File: config.mk
export PLATFORM = sky130hd
export DESIGN_NAME = otter_regfile_sb
export DESIGN_NICKNAME = d
export VERILOG_FILES = /design/src/rtl/otter_rf_pkg.sv /design/src/rtl/rf_pending_ctr.sv /design/src/rtl/otter_regfile_sb.sv
export SDC_FILE = /design/constraint.sdc
export NUM_CORES = 2
export LEC_CHECK = 0
export ABC_CLOCK_PERIOD_IN_PS = 82900
export BUFFER_PORTS_ARGS = -buffer_cell sky130_fd_sc_hd__buf_2
export CAP_MARGIN = 25
export CORE_UTILIZATION = 65
export DETAILED_ROUTE_END_ITERATION = 16
export PLACE_DENSITY = 0.82
export SLEW_MARGIN = 40
export SYNTH_ARGS = -nofsm -noshare
export SYNTH_HDL_FRONTEND = slang
export SYNTH_SLANG_ARGS = --single-unit
File: constraint.sdc
create_clock -name CLK -period 82.9 [get_ports CLK]
set_input_delay 16.58 -clock CLK [delete_from_list [all_inputs] [get_ports CLK]]
set_output_delay 16.58 -clock CLK [all_outputs]
set_load 0.01 [all_outputs]
File: src/rtl/otter_rf_pkg.sv
// rtl/otter_rf_pkg.sv - shared defaults and types for the scoreboarded OTTER register file
package otter_rf_pkg;

  localparam int XLEN_DEF  = 32;
  localparam int NREGS_DEF = 32;
  localparam int CNT_W_DEF = 2;

  typedef logic [$clog2(NREGS_DEF)-1:0] rf_addr_t;
  typedef logic [XLEN_DEF-1:0]          rf_data_t;

endpackage

File: src/rtl/rf_pending_ctr.sv
// rtl/rf_pending_ctr.sv - saturating pending-write counter for one architectural register
module rf_pending_ctr #(
  parameter int CNT_W = 2
) (
  input  logic             clk,
  input  logic             rst,
  input  logic             inc,
  input  logic             dec,
  output logic [CNT_W-1:0] cnt,
  output logic             busy,
  output logic             sat_drop
);

  localparam logic [CNT_W-1:0] CNT_MAX = '1;

  // a reserve paired with a release in the same cycle cancels out
  assign sat_drop = inc && !dec && (cnt == CNT_MAX);
  assign busy     = (cnt != '0);

  always_ff @(posedge clk or posedge rst) begin
    if (rst) begin
      cnt <= '0;
    end else if (inc && !dec && (cnt != CNT_MAX)) begin
      cnt <= cnt + CNT_W'(1);
    end else if (dec && !inc && (cnt != '0)) begin
      cnt <= cnt - CNT_W'(1);
    end
  end

endmodule

File: src/rtl/otter_regfile_sb.sv
// rtl/otter_regfile_sb.sv - OTTER register file with RAW scoreboard; OTTER_RF_BYPASS_EN enables write-first bypass
module otter_regfile_sb
  import otter_rf_pkg::*;
#(
  parameter  int XLEN   = XLEN_DEF,
  parameter  int NREGS  = NREGS_DEF,
  parameter  int CNT_W  = CNT_W_DEF,
  localparam int ADDR_W = $clog2(NREGS)
) (
  input  logic              CLK,
  input  logic              RST,
  input  logic [ADDR_W-1:0] RF_RS1_ADR,
  input  logic [ADDR_W-1:0] RF_RS2_ADR,
  output logic [XLEN-1:0]   RF_RS1,
  output logic [XLEN-1:0]   RF_RS2,
  input  logic              RF_WE,
  input  logic [ADDR_W-1:0] RF_W_ADR,
  input  logic [XLEN-1:0]   RF_W_DATA,
  input  logic              RF_RSV_EN,
  input  logic [ADDR_W-1:0] RF_RSV_ADR,
  output logic              RF_RS1_BUSY,
  output logic              RF_RS2_BUSY,
  output logic              RF_STALL,
  output logic              RF_RSV_ERR
);

  logic [XLEN-1:0]              regs [NREGS];
  logic [NREGS-1:0][CNT_W-1:0]  cnt;
  logic [NREGS-1:0]             busy;
  logic [NREGS-1:0]             sat_drop;

  // regs[0] is only ever cleared, so it reads as zero without a special mux case
  always_ff @(posedge CLK or posedge RST) begin
    if (RST) begin
      for (int i = 0; i < NREGS; i++) regs[i] <= '0;
    end else if (RF_WE && (RF_W_ADR != '0)) begin
      regs[RF_W_ADR] <= RF_W_DATA;
    end
  end

  assign cnt[0]      = '0;
  assign busy[0]     = 1'b0;
  assign sat_drop[0] = 1'b0;

  for (genvar r = 1; r < NREGS; r++) begin : g_ctr
    rf_pending_ctr #(.CNT_W(CNT_W)) u_ctr (
      .clk      (CLK),
      .rst      (RST),
      .inc      (RF_RSV_EN && (RF_RSV_ADR == ADDR_W'(r))),
      .dec      (RF_WE && (RF_W_ADR == ADDR_W'(r))),
      .cnt      (cnt[r]),
      .busy     (busy[r]),
      .sat_drop (sat_drop[r])
    );
  end

  always_ff @(posedge CLK or posedge RST) begin
    if (RST) RF_RSV_ERR <= 1'b0;
    else     RF_RSV_ERR <= |sat_drop;
  end

`ifdef OTTER_RF_BYPASS_EN
  logic rs1_match, rs2_match;

  assign rs1_match = RF_WE && (RF_W_ADR == RF_RS1_ADR) && (RF_RS1_ADR != '0);
  assign rs2_match = RF_WE && (RF_W_ADR == RF_RS2_ADR) && (RF_RS2_ADR != '0);

  assign RF_RS1 = rs1_match ? RF_W_DATA : regs[RF_RS1_ADR];
  assign RF_RS2 = rs2_match ? RF_W_DATA : regs[RF_RS2_ADR];

  // the last outstanding write retiring this cycle no longer blocks the reader
  assign RF_RS1_BUSY = busy[RF_RS1_ADR] && !(rs1_match && (cnt[RF_RS1_ADR] == CNT_W'(1)));
  assign RF_RS2_BUSY = busy[RF_RS2_ADR] && !(rs2_match && (cnt[RF_RS2_ADR] == CNT_W'(1)));
`else
  assign RF_RS1      = regs[RF_RS1_ADR];
  assign RF_RS2      = regs[RF_RS2_ADR];
  assign RF_RS1_BUSY = busy[RF_RS1_ADR];
  assign RF_RS2_BUSY = busy[RF_RS2_ADR];
`endif

  assign RF_STALL = RF_RS1_BUSY | RF_RS2_BUSY;

endmodule

Word-level counts from Yosys, hierarchy flattened. Cells that the tools add are included.

Bits in registers: 1087. Word-level logic and storage cells: 680.

Add/subtract/negate cells: 62. Order comparisons: 6. Eq/ne operators: 124. Mux-type cells: 75. Bitwise logic cells: 4. Reduce and logical (&&, ||, !) cells: 345.

Operators by type and width (count): $bwmux W1024 (1); $bmux W32 S5 (2); $logic_and A1 B1 Y1 (219); $demux W32 S5 (1); $eq A5 B5 Y1 const B (32); $mux W32 (5); $mux W2 (62); $reduce_bool A2 Y1 (62); $eq A5 B4 Y1 const B (16); $add A2 B1 Y2 const B (31); $eq A2 B2 Y1 const B (31); $logic_not A1 Y1 (62); $ne A2 B2 Y1 const B (31); $sub A2 B1 Y2 const B (31); $eq A5 B3 Y1 const B (8); $reduce_or A31 Y1 (1); $eq A5 B2 Y1 const B (4); $ge A6 B6 Y1 const B (3); $not A5 Y6 (3); $lt A5 B6 Y1 const B (2); $bmux W1 S5 (2); $eq A5 B1 Y1 const B (2); $lt A6 B1 Y1 const B (1); $reduce_bool A5 Y1 (1); other kinds (2) (3).

Logic depth before layout (Yosys ltp).
Word-level depth: 7. Depth in mapped cells: 10. Depth with buffers taken out: 6.

Cells and area by module. Synthesis repeated with hierarchy kept, for this count alone.

Cells, all modules: 4110. Area total of the unflattened synthesis: 59195.5 µm².

Modules (own cells, without submodules): otter_regfile_sb (instances 1, cells an instance 3645, area each 55084.1 µm²); rf_pending_ctr (instances 31, cells an instance 15, area each 132.6 µm²).

Least setup slack after synthesis. OpenSTA, ideal clock, no wires.

Kind: input port to output port. Start point: input port RF_RS1_ADR[0]. End point: output port RF_RS1[0]. Arrival: 18.508 ns. Required time: 66.320 ns. Path slack: 47.812 ns. Stages: 5. Buffers on the path: 2. Cells stage by stage: buf_6 > clkbuf_1 > mux4_2 > mux4_2 > mux2_2.

Word-level cells in the longest chain between the ends: 4.

RTL lines: start, declared (RTL line otter_regfile_sb.sv:12) `input logic [ADDR_W-1:0] RF_RS1_ADR,`; $not A5 Y6 (not written as such) (RTL line otter_regfile_sb.sv:75) `assign RF_RS1 = regs[RF_RS1_ADR];`; $bmux W32 S5 (RTL line otter_regfile_sb.sv:75); $mux W32 (not written as such) (2 in a row) (RTL line otter_regfile_sb.sv:75); end, declared (RTL line otter_regfile_sb.sv:14) `output logic [XLEN-1:0] RF_RS1,`.

No other way between the ends. The select of a mux whose other input is x is not followed.

Worst setup path in the final report.
Start point: input port RF_RS2_ADR[1]. End point: output port RF_RS2[25].

Word-level cells in the longest chain between the ends: 4.

RTL lines: start, declared (RTL line otter_regfile_sb.sv:13) `input logic [ADDR_W-1:0] RF_RS2_ADR,`; $not A5 Y6 (not written as such) (RTL line otter_regfile_sb.sv:76) `assign RF_RS2 = regs[RF_RS2_ADR];`; $bmux W32 S5 (RTL line otter_regfile_sb.sv:76); $mux W32 (not written as such) (2 in a row) (RTL line otter_regfile_sb.sv:76); end, declared (RTL line otter_regfile_sb.sv:15) `output logic [XLEN-1:0] RF_RS2,`.

No other way between the ends. The select of a mux whose other input is x is not followed.

==> metrics.txt <==
status=complete, but fails checks; failing checks=DRC; die footprint=90700 µm²; Syn-to-layout area delta=9.29%; core region area=88500 µm²; Site Rows=109; Crit Path Max Fanout=91; Hold Buf Count CTS=0; Final Hold Viols=0; first-pass GRT wire length=248 mm; hold crit path type=reg2reg; CTS tree=done; Worst R2R Setup Slack=81.07 ns; Avg WL per Cell=31.0 µm; worst path required time=66.32 ns; ranking of synthesized cells by area=dfrtp_1, mux4_2, mux2_2; Residual DRC=8; commonest non-fill, non-tap cell in the layout=dfrtp_1; Critical Path Max Stage Delay=0.67 ns; Critical path buffers and inverters=4; pin count of the biggest net entering global routing=120; VDD IR max=19.0 µV; most frequent cells in the layout=dfrtp_1, mux2_2, mux4_2, nand2_1, clkbuf_16; Pre-antenna DRT Iters=14; antenna-violating nets left=0; Slowest-stage cell, CP=buf_6; Overflow after GRT=0; GPL Wtd Cong=0.845; mapped cell area=58200 µm²; Slew Limit Fails=0; startpoint types=primary input; # resized after CTS=0; # Post-CTS Setup Buffers=0; vias in the first global route=39700; CTS Sinks=1087; Net Count, Synth=4127; initial antenna violation count=7; PwrDens=24.5 nW/µm²; Top delay family on crit path=buffers and inverters; TritonCTS Buffers=111; most used flip-flop cell after synthesis=dfrtp_1; Max Freq=0.0274 GHz; gr usage total=0.369; Max-cap violations=0; Vias/cell=7.30; first-iteration detailed-routing DRC count=4408; routed vias=38100; share of layout cells above drive strength 1=0.488; synth warn=0; Post-Place Cells=5014; Crit. End Element=output port; NumNets Final=4020; number of synthesized flops with an enable pin=0; worst slew pin tran=0.931 ns; syn avg cell area=14.3 µm²; Final setup viols=0; Die Span Y=301 µm; final setup TNS=0 ns; detailed placer's ending HPWL=86.8 mm; cell taking the most area after synthesis=dfrtp_1; Port-buffer cells=123; die width=301 µm; Routed WL=162 mm; Initial Util=0.657; Static Leak=27.8 nW; final std cells w/o fill=5220; Critical Path AT=19.93 ns; sequential share of the synthesized area=0.468; Mapped Cells=4071; post-synth top area share=0.468; root buffer cell=clkbuf_16; H-Tree Depth=3; Ports=124; async set or reset register ratio after synthesis=1.00; crit path kind=in2out; Clock Skew=0.0146 ns; Max Root-Sink Buffers=3; Hold Slack=0.393 ns; Tmin final=36.51 ns; Slew HR=0.379; Tcrit/Tclk final=0.440; Worst-Skew Late Latency=0.69 ns; Synth Register Bits=1087; Yosys cell types=51; critical path cell sequence=buf_8 -> buf_6 -> buf_6 -> mux4_2 -> mux4_2 -> mux2_2 -> buf_2; RSZ-0062 raised after global routing=no; Clock Pin Slew Worst Setup and Hold Paths=0.06 ns
final timing paths:
path | endpoint | from | cells past startpoint
min in group asynchronous | regs[894] | RST | 2
setup reg to reg | RF_RSV_ERR | g_ctr[6].u_ctr.cnt[1] | 4
hold / removal | regs[1013] | regs[1013] | 0
max in group asynchronous | regs[872] | RST | 5
setup / recovery | RF_RS2[25] | RF_RS2_ADR[1] | 7
hold reg to reg | regs[1013] | regs[1013] | 0
Yosys cell counts (6+ instances only):
cell	n
buf_1	38
mux4_2	643
mux2_2	897
buf_2	46
nand3_1	9
o21ai_0	39
o211ai_1	18
dfrtp_1	1087
a21oi_1	61
a211oi_1	26
buf_4	22
o22ai_1	8
clkbuf_1	305
nor2_1	121
nand2b_1	8
inv_1	20
buf_6	7
nor3_1	36
a31oi_1	6
or2_2	14
and2_1	13
nand2_1	573
routing by layer:
metal | wire length, µm | GRT usage | vias to the layer above
li1 | - | - | 15100
met1 | 59400 | 0.506 | 20200
met5 | 34 | 0 | -
met3 | 17400 | 0.0869 | 555
met4 | 8730 | 0.182 | 6
met2 | 76400 | 0.564 | 2229
power breakdown:
part / internal [mW] / switching (mW)
Combinational: 0.196 / 0.123
Sequential: 0.630 / 0.0808
Clock: 0.309 / 0.217
Total: 1.13 / 0.422
cell families after synthesis:
family          share of synthesized area
compound gates                     0.0194
simple gates                       0.0588
mux                                 0.423
buf+inv                            0.0316
flops                               0.468
flip-flops by register name, indices dropped and copies added, names as in the netlist:
name,count
RF_RSV_ERR,1
regs,1024
g_ctr.u_ctr.cnt,62
through the flow:
step                power (mW)  utilization  setup slack (ns)  instance area, µm²
floorplan                0.944            -             35.72               58200
global placement          1.01        0.670             45.95               59300
detailed placement        1.03        0.674             46.15               59700
CTS                       1.55        0.717             46.16               63500
global route              1.61        0.718             46.31               63600
finish                    1.56        0.718             46.39               63600
final cells by class:
cell class              instances  area, µm²
flip-flops and latches       1087      27200
well taps                    1165       1460
clock buffers                 154       3230
inverters                      20       87.6
multi-input cells            2546      29400
fillers                      5362      24900
diodes                          2       5.00
repair buffers                198       1570
clock inverters                48        598
(Power assumes the default switching activity.)
